`src/rtl/writeback_scoreboard.sv`:
```
// -----------------------------------------------------------------------------
// writeback_scoreboard
//
// Writeback stage plus the producer side of the decode register scoreboard.
// The MEM/WB result is registered once and drives the register-file write
// port. A small pending-write counter per architectural register is
// incremented when decode issues a register-writing instruction and
// decremented when the matching write reaches the register file. The counters
// give per-register busy flags, the RAW stall for the two decode sources and
// a saturation indication for the destination being issued.
//
// Ports
//   clk, reset            rising-edge clock, asynchronous active-high reset
//   issue_valid           decode issued an instruction this cycle
//   issue_reg_write       issued instruction writes a register
//   issue_dst[4:0]        destination of the issued instruction
//   flush                 synchronous clear of every pending counter
//   wb_valid              MEM/WB result present
//   wb_reg_write          result writes the register file
//   wb_mem_to_reg         1: mem_data_out, 0: alu_data_out
//   wb_dst[4:0]           result destination
//   alu_data_out[31:0]    ALU result
//   mem_data_out[31:0]    load data
//   inst_read_reg_addr1/2 decode source registers
//   reg_write             register-file write enable (registered)
//   reg_wr_addr_wb[4:0]   register-file write address (registered)
//   reg_wr_data[31:0]     register-file write data (registered)
//   stall_flag_out        RAW hazard on either decode source
//   issue_full            counter of issue_dst is saturated
//   busy_flags[31:0]      bit i set while register i has a pending write
//   wb_underflow          sticky: a retire hit a zero counter
// -----------------------------------------------------------------------------
module writeback_scoreboard #(
    parameter int PEND_W = 2,
    parameter int NREG   = 32
) (
    input  logic        clk,
    input  logic        reset,
    input  logic        issue_valid,
    input  logic        issue_reg_write,
    input  logic [4:0]  issue_dst,
    input  logic        flush,
    input  logic        wb_valid,
    input  logic        wb_reg_write,
    input  logic        wb_mem_to_reg,
    input  logic [4:0]  wb_dst,
    input  logic [31:0] alu_data_out,
    input  logic [31:0] mem_data_out,
    input  logic [4:0]  inst_read_reg_addr1,
    input  logic [4:0]  inst_read_reg_addr2,
    output logic        reg_write,
    output logic [4:0]  reg_wr_addr_wb,
    output logic [31:0] reg_wr_data,
    output logic        stall_flag_out,
    output logic        issue_full,
    output logic [31:0] busy_flags,
    output logic        wb_underflow
);

    localparam logic [PEND_W-1:0] C_CNT_MAX  = {PEND_W{1'b1}};
    localparam logic [PEND_W-1:0] C_CNT_ZERO = {PEND_W{1'b0}};

    logic [PEND_W-1:0] r_cnt [NREG];
    logic              r_reg_write;
    logic [4:0]        r_reg_wr_addr;
    logic [31:0]       r_reg_wr_data;
    logic              r_underflow;

    logic              w_issue_ok;
    logic              w_retire_zero;
    logic [NREG-1:0]   w_busy;

    // Issue is accepted only for a real destination with room left in its counter.
    always_comb begin
        w_issue_ok = issue_valid && issue_reg_write && (issue_dst != 5'd0) && !issue_full;
    end

    // A retire on an empty counter is an underflow unless a same-register
    // issue in the same cycle cancels it out.
    always_comb begin
        w_retire_zero = r_reg_write
                        && (r_cnt[r_reg_wr_addr] == C_CNT_ZERO)
                        && !(w_issue_ok && (issue_dst == r_reg_wr_addr));
    end

    // Write port: enable is qualified, address and data are captured every cycle.
    always_ff @(posedge clk or posedge reset) begin
        if (reset) begin
            r_reg_write   <= 1'b0;
            r_reg_wr_addr <= 5'd0;
            r_reg_wr_data <= 32'd0;
        end else begin
            r_reg_write   <= wb_valid && wb_reg_write && (wb_dst != 5'd0);
            r_reg_wr_addr <= wb_dst;
            r_reg_wr_data <= wb_mem_to_reg ? mem_data_out : alu_data_out;
        end
    end

    // Sticky underflow flag; only reset clears it, and flush suppresses retires.
    always_ff @(posedge clk or posedge reset) begin
        if (reset) begin
            r_underflow <= 1'b0;
        end else if (!flush && w_retire_zero) begin
            r_underflow <= 1'b1;
        end else begin
            r_underflow <= r_underflow;
        end
    end

    // Per-register pending-write counters. Register 0 can never see an
    // increment (issue_dst != 0) or a decrement (reg_write excludes 0).
    for (genvar g = 0; g < NREG; g++) begin : g_cnt
        logic w_inc;
        logic w_dec;

        // Decode this register's increment/decrement requests.
        always_comb begin
            w_inc = w_issue_ok && (issue_dst == g[4:0]);
            w_dec = r_reg_write && (r_reg_wr_addr == g[4:0]);
        end

        // Counter update: flush wins, same-cycle inc+dec cancels, floor at 0.
        always_ff @(posedge clk or posedge reset) begin
            if (reset) begin
                r_cnt[g] <= C_CNT_ZERO;
            end else if (flush) begin
                r_cnt[g] <= C_CNT_ZERO;
            end else if (w_inc && !w_dec) begin
                r_cnt[g] <= r_cnt[g] + {{(PEND_W-1){1'b0}}, 1'b1};
            end else if (w_dec && !w_inc && (r_cnt[g] != C_CNT_ZERO)) begin
                r_cnt[g] <= r_cnt[g] - {{(PEND_W-1){1'b0}}, 1'b1};
            end else begin
                r_cnt[g] <= r_cnt[g];
            end
        end

        // Busy flag for this register.
        always_comb begin
            w_busy[g] = (r_cnt[g] != C_CNT_ZERO);
        end
    end

    // Hazard and saturation views derived from the registered counters only.
    always_comb begin
        stall_flag_out = w_busy[inst_read_reg_addr1] | w_busy[inst_read_reg_addr2];
        issue_full     = (r_cnt[issue_dst] == C_CNT_MAX);
    end

    assign busy_flags     = w_busy;
    assign reg_write      = r_reg_write;
    assign reg_wr_addr_wb = r_reg_wr_addr;
    assign reg_wr_data    = r_reg_wr_data;
    assign wb_underflow   = r_underflow;

endmodule

```
`config.mk`:
```
export PLATFORM = sky130hd
export DESIGN_NAME = writeback_scoreboard
export DESIGN_NICKNAME = d
export VERILOG_FILES = /design/src/rtl/writeback_scoreboard.sv
export SDC_FILE = /design/constraint.sdc
export NUM_CORES = 1
export LEC_CHECK = 0
export CAP_MARGIN = 20
export CORE_AREA = 8 8 138 140
export CTS_BUF_LIST = sky130_fd_sc_hd__clkbuf_16
export DETAILED_ROUTE_END_ITERATION = 16
export DIE_AREA = 0 0 146 148
export GPL_TIMING_DRIVEN = 1
export HOLD_SLACK_MARGIN = 0.06
export PLACE_DENSITY = 0.69
export SETUP_SLACK_MARGIN = 0.1
export SYNTH_ARGS = -nofsm -noshare
export SYNTH_HDL_FRONTEND = slang
export SYNTH_SLANG_ARGS = --single-unit
```
`constraint.sdc`:
```
create_clock -name clk -period 4.7 [get_ports clk]
set_input_delay 1.175 -clock clk [delete_from_list [all_inputs] [get_ports clk]]
set_output_delay 1.175 -clock clk [all_outputs]
set_load 0.02 [all_outputs]
```
Yosys cells after proc, flatten, opt, wreduce, memory -nomap -nowiden --
Cells that the tools add are included. W data, S select, Z words.
Cells by class: add/subtract/negate cells 64, multiply operators 0, div/mod/pow operators 0, magnitude comparators 4, equal/unequal tests 64, shift-type cells 0, multiplexer cells 107, bitwise logic cells 3, reductions and logical operators 305
Operators by type and width (number):
- $mux W2 | 100
- $logic_and A1 B1 Y1 | 169
- $eq A5 B5 Y1 const B | 32
- $reduce_bool A3 Y1 | 32
- $eq A5 B4 Y1 const B | 16
- $logic_not A1 Y1 | 67
- $add A2 B1 Y2 const B | 32
- $reduce_bool A2 Y1 | 32
- $sub A2 B1 Y2 const B | 32
- $eq A5 B3 Y1 const B | 8
- $mux W32 | 1
- $bmux W2 S5 | 2
- $eq A5 B2 Y1 const B | 4
- $ge A6 B6 Y1 const B | 2
- $lt A5 B6 Y1 const B | 2
- $not A5 Y6 | 2
- $bmux W1 S5 | 2
- $eq A5 B1 Y1 const B | 2
- $logic_not A5 Y1 | 2
- $reduce_bool A5 Y1 | 2
- $eq A5 B5 Y1 | 1
- $eq A2 B2 Y1 const B | 1
- $logic_not A2 Y1 | 1
- $mux W1 | 2
- $or A1 B1 Y1 | 1
Word-level totals: flip-flop bits (word level) 103, bits in latches 0, bits in writable memories 0, ROM bits 0, bits of input ports 92, output and inout bits 73, memories 0

Longest topological paths before layout --
Gate-level depths: netlist of run 1.
depth in word-level cells 14, mapped depth 9

Worst setup path after synthesis of run 1 --
Ideal clock, no wire load.
path kind input to output, from input inst_read_reg_addr1[3], to output stall_flag_out, arrival time 2.636 ns, setup slack 0.889 ns, cell stages on the path 5, cells stage by stage inv_2 > mux4_2 > mux4_2 > mux2i_1 > a21o_1
On the way: cells in the longest elaborated chain, start to end 3
RTL lines:
- start: declaration | RTL line 49 | input logic [4:0] inst_read_reg_addr1,
- $bmux W1 S5 | RTL line 145 | stall_flag_out = w_busy[inst_read_reg_addr1] | w_busy[inst_read_reg_addr2];
- $mux W1 (implied by the code) | RTL line 145
- $or A1 B1 Y1 | RTL line 145
- end: declaration | RTL line 54 | output logic stall_flag_out,
Every way passes these cells. The select of a mux whose other input is x is not followed.

Worst setup path in the final report of run 1 --
from input issue_dst[0], to output issue_full
On the way: cells in the longest elaborated chain, start to end 5
RTL lines:
- start: declaration | RTL line 41 | input logic [4:0] issue_dst,
- $not A5 Y6 (implied by the code) | RTL line 146 | issue_full = (r_cnt[issue_dst] == C_CNT_MAX);
- $bmux W2 S5 | RTL line 146
- $mux W2 (implied by the code) (2 in a row) | RTL line 146
- $eq A2 B2 Y1 | RTL line 146
- end: declaration | RTL line 55 | output logic issue_full,
Every way passes these cells. The select of a mux whose other input is x is not followed.

==> run summary, run 1 <==
Reg-to-Reg Start -> reg_wr_addr_wb[2]
Starting DRC count in detailed routing -> 726
WL met1 -> 8984 um
Critical Path RT -> 3520 ps
Hold Path Origin -> r_cnt[60]
Via density -> 5.807
# diodes -> 0
Die width -> 146 um
Power, Total -> 2.028 mW
Register-to-Register Path Depth -> 6
# DRC -> 0
Pin count of the biggest net entering global routing -> 82
Uppermost layer routed -> met4
Total CTS buffers -> 9
Clock Power Share -> 36.2%
Clock transition at path regs -> 70 ps
Final core utilization -> 54.39%
Syn avg cell area -> 9.218 sq um
Pins over their slew limit -> 0
Sequential power share -> 45.9%
Core area -> 16940 sq um
Critical path's largest stage delay -> 520 ps
Sequential area share after synthesis -> 36.94%
Kind of end point of the critical path -> output pin
# Post-CTS Setup Buffers -> 0
Area contributors post-synth -> dfrtp_1 37%, mux4_2 10%, mux2_2 6.1%, nor2_1 5.1%, a211oi_1 4.4%
CP bufs+invs -> 3
Slowest-stage cell, CP -> mux4_2
Vias -> 6667
IO Port Bufs -> 164
Clock sinks -> 103
Initial antenna violation count -> 0
Psw -> 0.5700 mW
Yosys top cell area share -> 36.94%
CP most frequent cell -> mux2_2
Total length of routed wires -> 23780 um
Wirelength per Cell -> 20.71 um
Initial Util -> 41.20%
WP depth -> 7
FF/Latch Area -> 2577 sq um
CTS tree -> yes
Setup Crit Path Kind -> in -> out
Site row count -> 48
Root Buffer -> clkbuf_16
Met2 wire length -> 10740 um
Post-DP HPWL -> 18570 um
Syn-to-layout area delta -> 32.01%
Synth area leader -> dfrtp_1
Synthesized area -> 6978 sq um
P_leak -> 3.622 nW
Gate power share -> 18.0%
H-tree depth -> 3
All-Layer GR Usage -> 22.16%
Post-synth EDFFs -> 0
Fill cells -> 1570
CP Max Fanout -> 25
Die ar. -> 21610 sq um
Worst slew pin tran -> 781.5 ps
Total of max-cap violations -> 0
Global-route wire length before repair -> 37290 um
Vias in the first global route -> 6585
Metal3 WL -> 2955 um
Chip height -> 148 um
Fin area -> 9211 sq um
HP Class -> reg -> reg
Internal -> 1.458 mW
Worst setup startpoint -> issue_dst[0]
Antenna Violating Nets Remaining -> 0
Fin. Hold Viols -> 0
Nets@finish -> 1010
Final setup violation count -> 0
Unrepaired setup endpoints after global routing -> no
Post-Place Setup Slack -> -218.5 ps
Final min period -> 4506 ps
First-pass detailed-route iteration total -> 8
VDD IR max -> 274.2 uV
Synthesized instance count -> 757
Placer Congestion -> 0.8982
Yosys reg bits -> 103
Cell Chain, Critical Path -> clkdlybuf4s50_1, buf_12, mux4_2, mux2_2, mux2i_1, mux2_2, buf_4
Kind of cell adding the most delay to the critical path -> multiplexers
Multi-input combinational cell area -> 4060 sq um
Worst-Skew Late Latency -> 360 ps
Final worst setup slack -> 193.6 ps
Number of warnings issued by yosys -> 0
Asr flop ratio synth -> 100.0%
Clock buffer depth -> 2
Post-Syn Nets -> 849
Fmax -> 221.9 MHz
Worst hold path depth -> 1
Placed inst area -> 8899 sq um
Pwr Density -> 220.2 nW/um^2
Critical Path Start Type -> input port
Worst endpoint data arrival time -> 3330 ps
Layout cells sized above 1 -> 13.54%
Switch share -> 28.11%
Ports -> 165
Worst Skew -> 9.092 ps
GRT overflow -> 0
Status -> finished clean
Final period util -> 95.88%
Slew headroom -> 47.90%
Yosys cell types -> 62
Dominant synthesized flop cell -> dfrtp_1
-- logic make-up (layout without fill, tap and decap cells) --
logic type,count (synthesis),count (layout),share of synthesized area [%]
buffers and inverters,81,247,4.877
and+or+nand+nor,315,315,22.06
xor gates and xnor gates,19,19,2.385
AOI/OAI and AO/OA,156,156,15.42
DFF,103,103,36.94
muxes,83,83,18.33
-- placed cells by master, fill, tap and decap left out, drive strengths merged, types with 13 or more instances in the layout --
| master | instances |
|---|---|
| clkdlybuf4s50 | 161 |
| dfrtp | 103 |
| nor2 | 94 |
| nand2 | 60 |
| inv | 46 |
| a211oi | 41 |
| mux2 | 38 |
| nor3 | 37 |
| a21oi | 37 |
| mux4 | 32 |
| nand3 | 27 |
| buf | 25 |
| o21ai | 22 |
| nand2b | 16 |
| mux2i | 13 |
-- power groups by stage --
stage                     Clock (mW)  Sequential, mW  Combinational (mW)
after floorplan                    0           0.969               0.154
after global placement             0           0.947               0.360
after detailed placement           0           0.947               0.362
after CTS                      0.748           0.929               0.364
after global routing           0.785           0.933               0.393
final                          0.734           0.930               0.364
-- synthesized netlist by cell type, types with 5 or more instances --
cell and number:
nor4_1 9, and2_1 11, xor2_1 7, mux2_2 38, buf_2 7, dfrtp_1 103, nor3_1 37, inv_1 40
buf_1 7, a31oi_1 8, mux2i_1 13, nand2_1 60, nand2b_1 16, nand4_1 5, or3_1 8, mux4_2 32
a311oi_1 6, nand3b_1 6, and3_1 8, nor2b_1 12, clkbuf_1 20, nand3_1 27, nor2_1 94, a211oi_1 41
a21oi_1 37, or2_2 5, xnor2_1 12, o21ai_0 19, o21a_1 6
-- worst reg2reg max path: cells and delay by family (launching register included) --
kind | cells | cell delay [ps]
flops | 1 | 830
mux | 1 | 270
compound gates | 1 | 60
simple gates | 4 | 1320
-- routing by layer --
layer	up-vias	track usage (%)
li1	3094	-
met1	3132	25.88
met2	383	34.19
met3	58	9.936
met4	0	10.87
met5	-	0
-- path summary, 6_finish.rpt --
path | end | slack (ps)
setup reg to reg | r_cnt[38] | 2170
min in group asynchronous | r_cnt[42] | 1190
hold reg to reg | r_cnt[60] | 540
hold / removal | r_cnt[60] | 540
max in group asynchronous | reg_wr_data[13] | 2640
setup / recovery | issue_full | 190
-- area by class of cell --
| class | count | share of cell area [%] |
|---|---|---|
| Sequential cell | 103 | 27.98 |
| Timing Repair Buffer | 187 | 19.98 |
| Multi-Input combinational cell | 573 | 44.08 |
| Tap cell | 225 | 3.056 |
| Clock inverter | 7 | 0.6112 |
| Inverter | 44 | 1.847 |
| Clock buffer | 9 | 2.445 |
-- stage by stage --
stage / TNS [ps] / hold WS, ps / cells
after floorplan: 0 / 482.5 / 757
after global placement: -198.5 / 518.1 / 1131
after detailed placement: -218.5 / 526.2 / 1131
after CTS: 0 / 536.6 / 1147
after global routing: 0 / 561.4 / 1148
final: 0 / 537.4 / 1148
-- what timing repair did --
action                     in CTS  in global routing
resized for setup               3                  1
hold buffers                    0                  0
setup endpoints to repair       1                  1
-- flip-flops by register name, indices dropped and copies added, names as in the netlist --
register        cells
reg_wr_addr_wb      5
reg_write           1
reg_wr_data        32
wb_underflow        1
r_cnt              64
Note: power is estimated with default switching activity, not from simulation.
==> run 2, diff against run 1 <==
--- a/config.mk
+++ b/config.mk
@@ -6,10 +6,10 @@
 export NUM_CORES = 1
 export LEC_CHECK = 0
 export CAP_MARGIN = 20
-export CORE_AREA = 8 8 138 140
+export CORE_AREA = 3 3 133 135
 export CTS_BUF_LIST = sky130_fd_sc_hd__clkbuf_16
 export DETAILED_ROUTE_END_ITERATION = 16
-export DIE_AREA = 0 0 146 148
+export DIE_AREA = 0 0 136 138
 export GPL_TIMING_DRIVEN = 1
 export HOLD_SLACK_MARGIN = 0.06
 export PLACE_DENSITY = 0.69
==> run 2 against run 1 <==
  * Clock-buffer cell count unchanged
  * Cell count increased by 0.17%
  * Design area increased by 0.80%
  * Register-to-register slack got worse by 50 ps
  * Combinational power about the same
  * Critical endpoint unchanged
  * Largest cell class unchanged
  * Largest power group unchanged
==> run summary, run 2 (synthesis results as in run 1) <==
Clock sinks -> 103 (unchanged)
Clock transition at path regs -> 70 ps (about the same)
Most flop-heavy register -> r_cnt (unchanged)
All-Layer GR Usage -> 23.94% (was 22.16%)
Gate power share -> 17.6% (was 18.0%)
Slew headroom -> 40.96% (was 47.90%)
Uppermost layer routed -> met4 (unchanged)
# DRC -> 0 (unchanged)
Worst Skew -> 12.17 ps (was 9.092 ps)
Worst slew pin tran -> 885.6 ps (was 781.5 ps)
Critical path's largest stage delay -> 510 ps (was 520 ps)
Post-DP HPWL -> 17280 um (was 18570 um)
Starting DRC count in detailed routing -> 668 (was 726)
Status -> finished clean (unchanged)
Setup Crit Path Kind -> in -> out (unchanged)
Sequential power share -> 45.2% (was 45.9%)
Power, Total -> 2.064 mW (was 2.028 mW)
Vias -> 6726 (was 6667)
Clock Power Share -> 37.2% (was 36.2%)
Site row count -> 47 (was 48)
Metal3 WL -> 2075 um (was 2955 um)
Most frequent cells in the layout -> 161 x clkdlybuf4s50_1, 103 x dfrtp_1, 94 x nor2_1, 60 x nand2_1, 41 x a211oi_1 (unchanged)
Hold slack final -> 539.0 ps (was 537.4 ps)
CP Max Fanout -> 12 (was 25)
Switch share -> 28.62% (was 28.11%)
Slowest-stage cell, CP -> clkdlybuf4s50_1 (was mux4_2)
CP bufs+invs -> 4 (was 3)
# diodes -> 0 (unchanged)
Fin. Hold Viols -> 0 (unchanged)
Most common cell after layout, fill and taps aside -> clkdlybuf4s50_1 (unchanged)
Total length of routed wires -> 22570 um (was 23780 um)
Syn-to-layout area delta -> 33.06% (was 32.01%)
Pin count of the biggest net entering global routing -> 77 (was 82)
WL met1 -> 8857 um (was 8984 um)
Final period util -> 96.32% (was 95.88%)
Worst-Skew Late Latency -> 370 ps (was 360 ps)
Placed inst area -> 8960 sq um (was 8899 sq um)
Fin area -> 9285 sq um (was 9211 sq um)
VDD IR max -> 182.1 uV (was 274.2 uV)
CTS tree -> yes (unchanged)
Kind of cell adding the most delay to the critical path -> buffers and inverters (was multiplexers)
Wirelength per Cell -> 19.63 um (was 20.71 um)
Psw -> 0.5906 mW (was 0.5700 mW)
Placer Congestion -> 0.9233 (was 0.8982)
Unrepaired setup endpoints after global routing -> no (unchanged)
P_leak -> 3.667 nW (was 3.622 nW)
Final setup violation count -> 0 (unchanged)
GRT overflow -> 0 (unchanged)
Antenna Violating Nets Remaining -> 0 (unchanged)
Initial antenna violation count -> 0 (unchanged)
IO Port Bufs -> 164 (unchanged)
Die width -> 136 um (was 146 um)
Critical Path RT -> 3520 ps (about the same)
Internal -> 1.473 mW (was 1.458 mW)
Pins over their slew limit -> 0 (unchanged)
Die ar. -> 18770 sq um (was 21610 sq um)
Final core utilization -> 55.99% (was 54.39%)
HP Class -> reg -> reg (unchanged)
Final min period -> 4527 ps (was 4506 ps)
Cell Chain, Critical Path -> clkdlybuf4s50_1, buf_12, buf_4, mux4_2, o22ai_1, nor3_1, mux2_2, dlygate4sd2_1 (was clkdlybuf4s50_1, buf_12, mux4_2, mux2_2, mux2i_1, mux2_2, buf_4)
Global-route wire length before repair -> 35070 um (was 37290 um)
Nets@finish -> 1017 (was 1010)
Total CTS buffers -> 9 (unchanged)
Core area -> 16580 sq um (was 16940 sq um)
H-tree depth -> 3 (unchanged)
Max reg flops -> 64 (unchanged)
Root Buffer -> clkbuf_16 (unchanged)
First-pass detailed-route iteration total -> 5 (was 8)
Via density -> 5.849 (was 5.807)
Chip height -> 138 um (was 148 um)
Layout cells sized above 1 -> 14.09% (was 13.54%)
Kind of end point of the critical path -> output pin (unchanged)
Total of max-cap violations -> 0 (unchanged)
Met2 wire length -> 10790 um (was 10740 um)
Clock buffer depth -> 2 (unchanged)
Ports -> 165 (unchanged)
Initial Util -> 42.08% (was 41.20%)
Pwr Density -> 222.2 nW/um^2 (was 220.2 nW/um^2)
Worst endpoint data arrival time -> 3350 ps (was 3330 ps)
Critical Path Start Type -> input port (unchanged)
Vias in the first global route -> 6492 (was 6585)
Fmax -> 220.9 MHz (was 221.9 MHz)
## run 2: cell count changes in the layout (fill, tap and decap cells not counted), sizes merged
cell	change
clkinvlp	-1
dlygate4sd2	+1
clkinv	+1
clkdlybuf4s15	-1
clkbuf	+1
buf	+6
## run 2: routing by layer
layer	up-vias	GRT usage (%)
met4	0	9.761
met5	-	0
met2	341	38.98
met1	3234	29.88
met3	58	6.795
li1	3093	-
## run 2: power groups by stage
stage	Clock (mW)	Sequential, mW	Combinational [mW]
2_1_floorplan	0	0.969	0.154
3_3_place_gp	0	0.948	0.360
3_5_place_dp	0	0.950	0.361
4_1_cts	0.788	0.933	0.363
5_1_grt	0.813	0.936	0.389
6_report	0.768	0.933	0.363
## run 2: through the flow
| stage | TNS (ps) | instances | worst slack [ps] |
|---|---|---|---|
| after floorplan | 0 | 757 | 821.2 |
| after global placement | -216.7 | 1133 | -164.7 |
| after detailed placement | -269.6 | 1133 | -176.0 |
| after CTS | 0 | 1149 | 94.53 |
| after global routing | 0 | 1150 | 126.8 |
| final | 0 | 1150 | 173.1 |
## run 2: area by class of cell
type                            count  area, sq um
Tap cell                          220        275.3
Inverter                           44        170.2
Multi-Input combinational cell    573         4060
Clock buffer                        9        225.2
Sequential cell                   103         2577
Clock inverter                      7        76.32
Fill cell                        1510         7298
Timing Repair Buffer              194         1901
## run 2: final timing paths
check                                   from              to  slack, ps  cells past startpoint
max reg2reg                reg_wr_addr_wb[2]       r_cnt[38]       2120                      6
min                                r_cnt[58]       r_cnt[58]        540                      1
max                             issue_dst[0]      issue_full        170                      8
min reg2reg                        r_cnt[58]       r_cnt[58]        540                      1
max in group asynchronous              reset        r_cnt[9]       3120                      3
min in group asynchronous              reset  reg_wr_data[2]       1030                      2
## run 2: what timing repair did
action	CTS	global route
endpoints found under the setup margin	2	1
gates resized for setup	2	3
hold buffers	0	0
buffers inserted	0	0
==> run 3, diff against run 2 <==
--- a/config.mk
+++ b/config.mk
@@ -6,13 +6,13 @@
 export NUM_CORES = 1
 export LEC_CHECK = 0
 export CAP_MARGIN = 20
-export CORE_AREA = 3 3 133 135
+export CORE_AREA = 3 3 140 129
 export CTS_BUF_LIST = sky130_fd_sc_hd__clkbuf_16
 export DETAILED_ROUTE_END_ITERATION = 16
-export DIE_AREA = 0 0 136 138
+export DIE_AREA = 0 0 143 132
 export GPL_TIMING_DRIVEN = 1
 export HOLD_SLACK_MARGIN = 0.06
-export PLACE_DENSITY = 0.69
+export PLACE_DENSITY = 0.68
 export SETUP_SLACK_MARGIN = 0.1
 export SYNTH_ARGS = -nofsm -noshare
 export SYNTH_HDL_FRONTEND = slang
==> run 3 against run 2 <==
  * Setup slack gained 33 ps
  * Flip-flop and latch count is the same
  * Cell count shrank 1.7%
  * Hold slack lost 2.0 ps
  * First-iteration DRC count shrank 16%
  * Via count shrank 1.4%
  * Critical path type unchanged
  * Fmax grew 0.73%
  * Clock power grew 0.7%
  * Total power shrank 0.30%
  * Largest cell class unchanged
==> run summary, run 3 (synthesis results as in run 1) <==
Critical Path RT -> 3520 ps (about the same)
Die width -> 143 um (was 136 um)
Reg-to-Reg Start -> reg_wr_addr_wb[3] (was reg_wr_addr_wb[2])
CTS tree -> yes (unchanged)
Pins over their slew limit -> 0 (unchanged)
Critical Path Start Type -> input port (unchanged)
End of the critical path -> stall_flag_out (was issue_full)
Layout cells sized above 1 -> 13.15% (was 14.09%)
IO Port Bufs -> 164 (unchanged)
# Post-CTS Setup Buffers -> 0 (unchanged)
Pin count of the biggest net entering global routing -> 42 (was 77)
Worst endpoint data arrival time -> 3320 ps (was 3350 ps)
Final setup violation count -> 0 (unchanged)
Die ar. -> 18880 sq um (was 18770 sq um)
Fin. Hold Viols -> 0 (unchanged)
All-Layer GR Usage -> 23.54% (was 23.94%)
Clock buffer depth -> 2 (unchanged)
CP Max Fanout -> 8 (was 12)
VDD IR max -> 159.8 uV (was 182.1 uV)
First-pass detailed-route iteration total -> 5 (unchanged)
Site row count -> 45 (was 47)
Kind of end point of the critical path -> output pin (unchanged)
Unrepaired setup endpoints after global routing -> no (unchanged)
Pwr Density -> 224.3 nW/um^2 (was 222.2 nW/um^2)
Initial antenna violation count -> 0 (unchanged)
Final worst setup slack -> 206.1 ps (was 173.1 ps)
Total length of routed wires -> 21820 um (was 22570 um)
Final core utilization -> 54.86% (was 55.99%)
Initial Util -> 41.73% (was 42.08%)
Clock transition at path regs -> 70 ps (about the same)
Clock sinks -> 103 (unchanged)
Final min period -> 4494 ps (was 4527 ps)
HP Class -> reg -> reg (unchanged)
WL met1 -> 8666 um (was 8857 um)
Post-Place Setup Slack -> -144.1 ps (was -176.0 ps)
Starting DRC count in detailed routing -> 564 (was 668)
Root Buffer -> clkbuf_16 (unchanged)
Most common cell after layout, fill and taps aside -> clkdlybuf4s50_1 (unchanged)
Nets@finish -> 1007 (was 1017)
# DRC -> 0 (unchanged)
Via density -> 5.865 (was 5.849)
Uppermost layer routed -> met4 (unchanged)
Worst Skew -> 9.574 ps (was 12.17 ps)
Most flop-heavy register -> r_cnt (unchanged)
Metal3 WL -> 2297 um (was 2075 um)
Fmax -> 222.5 MHz (was 220.9 MHz)
Ports -> 165 (unchanged)
Fill cells -> 1533 (was 1510)
Worst slew pin tran -> 1069 ps (was 885.6 ps)
Worst reg2reg setup slack -> 1930 ps (was 2120 ps)
Setup Crit Path Kind -> in -> out (unchanged)
Max reg flops -> 64 (unchanged)
Worst r2r dst -> r_cnt[38] (unchanged)
Met2 wire length -> 10120 um (was 10790 um)
Placer Congestion -> 0.8865 (was 0.9233)
Total of max-cap violations -> 0 (unchanged)
Antenna Violating Nets Remaining -> 0 (unchanged)
Post-DP HPWL -> 16930 um (was 17280 um)
Chip height -> 132 um (was 138 um)
Setup TNS -> 0 ps (unchanged)
Syn-to-layout area delta -> 31.47% (was 33.06%)
Final period util -> 95.61% (was 96.32%)
Slew headroom -> 28.75% (was 40.96%)
Total CTS buffers -> 9 (unchanged)
Vias in the first global route -> 6355 (was 6492)
# diodes -> 0 (unchanged)
Most frequent cells in the layout -> 161 x clkdlybuf4s50_1, 103 x dfrtp_1, 94 x nor2_1, 60 x nand2_1, 41 x a211oi_1 (unchanged)
Worst-Skew Late Latency -> 370 ps (about the same)
Core area -> 16720 sq um (was 16580 sq um)
P_leak -> 3.608 nW (was 3.667 nW)
Wirelength per Cell -> 19.29 um (was 19.63 um)
Register-to-Register Path Depth -> 6 (unchanged)
Hold slack final -> 537.0 ps (was 539.0 ps)
H-tree depth -> 3 (unchanged)
Vias -> 6633 (was 6726)
Worst setup startpoint -> inst_read_reg_addr1[3] (was issue_dst[0])
Status -> finished clean (unchanged)
Global-route wire length before repair -> 34720 um (was 35070 um)
GRT overflow -> 0 (unchanged)
run 3: cell types whose count changed in the layout (fill, tap and decap cells not counted):
cell	before	now
clkbuf_2	1	0
buf_16	1	0
buf_12	2	1
buf_4	27	20
inv_2	1	0
clkinv_4	0	1
run 3: final cells by class:
type	count	area [sq um]	area share [%]
repair buffers	184	1795	19.57
clock buffers	9	225.2	2.455
clock inverters	7	76.32	0.8320
inverters	44	175.2	1.909
multi-input cells	573	4060	44.26
well taps	211	264.0	2.878
flip-flops and latches	103	2577	28.10
run 3: repair_timing:
item,CTS,global route
setup endpoints to repair,1,1
hold buffers,0,0
gates resized for setup,2,2
run 3: metal layers:
| layer | global-route usage [%] | vias to the layer above |
|---|---|---|
| met5 | 0 | - |
| met4 | 8.976 | 0 |
| met3 | 7.762 | 56 |
| met2 | 37.08 | 352 |
| met1 | 30.08 | 3139 |
| li1 | - | 3086 |
run 3: worst min path at each step:
| stage | startpoint | endpoint | slack (ps) | cells after the start |
|---|---|---|---|---|
| 3_3_place_gp | r_cnt[58] | r_cnt[58] | 510 | 1 |
| 2_1_floorplan | r_cnt[2] | r_cnt[2] | 480 | 1 |
| 4_1_cts | r_cnt[20] | r_cnt[20] | 540 | 1 |
| 5_1_grt | r_cnt[60] | r_cnt[60] | 550 | 1 |
| 3_5_place_dp | r_cnt[20] | r_cnt[20] | 530 | 1 |
| 6_report | r_cnt[60] | r_cnt[60] | 540 | 1 |
run 3: stage by stage:
| stage | instances | area, sq um | power (mW) |
|---|---|---|---|
| floorplan | 757 | 6978 | 1.124 |
| global placement | 1115 | 8866 | 1.302 |
| detailed placement | 1115 | 8866 | 1.303 |
| CTS | 1131 | 9169 | 2.083 |
| global route | 1131 | 9174 | 2.142 |
| finish | 1131 | 9174 | 2.057 |
run 3: power breakdown:
part	internal [mW]	switching, mW	leakage, nW	total (mW)
Clock	0.379	0.394	0.147	0.773
Sequential	0.910	0.0246	1.35	0.935
Combinational	0.177	0.173	2.11	0.350
run 3: worst max-delay path: stages:
cell	delay, ps
clkdlybuf4s50_1	450
clkinv_4	120
mux4_2	490
mux4_2	480
mux2i_1	170
a21o_1	110
dlygate4sd2_1	320
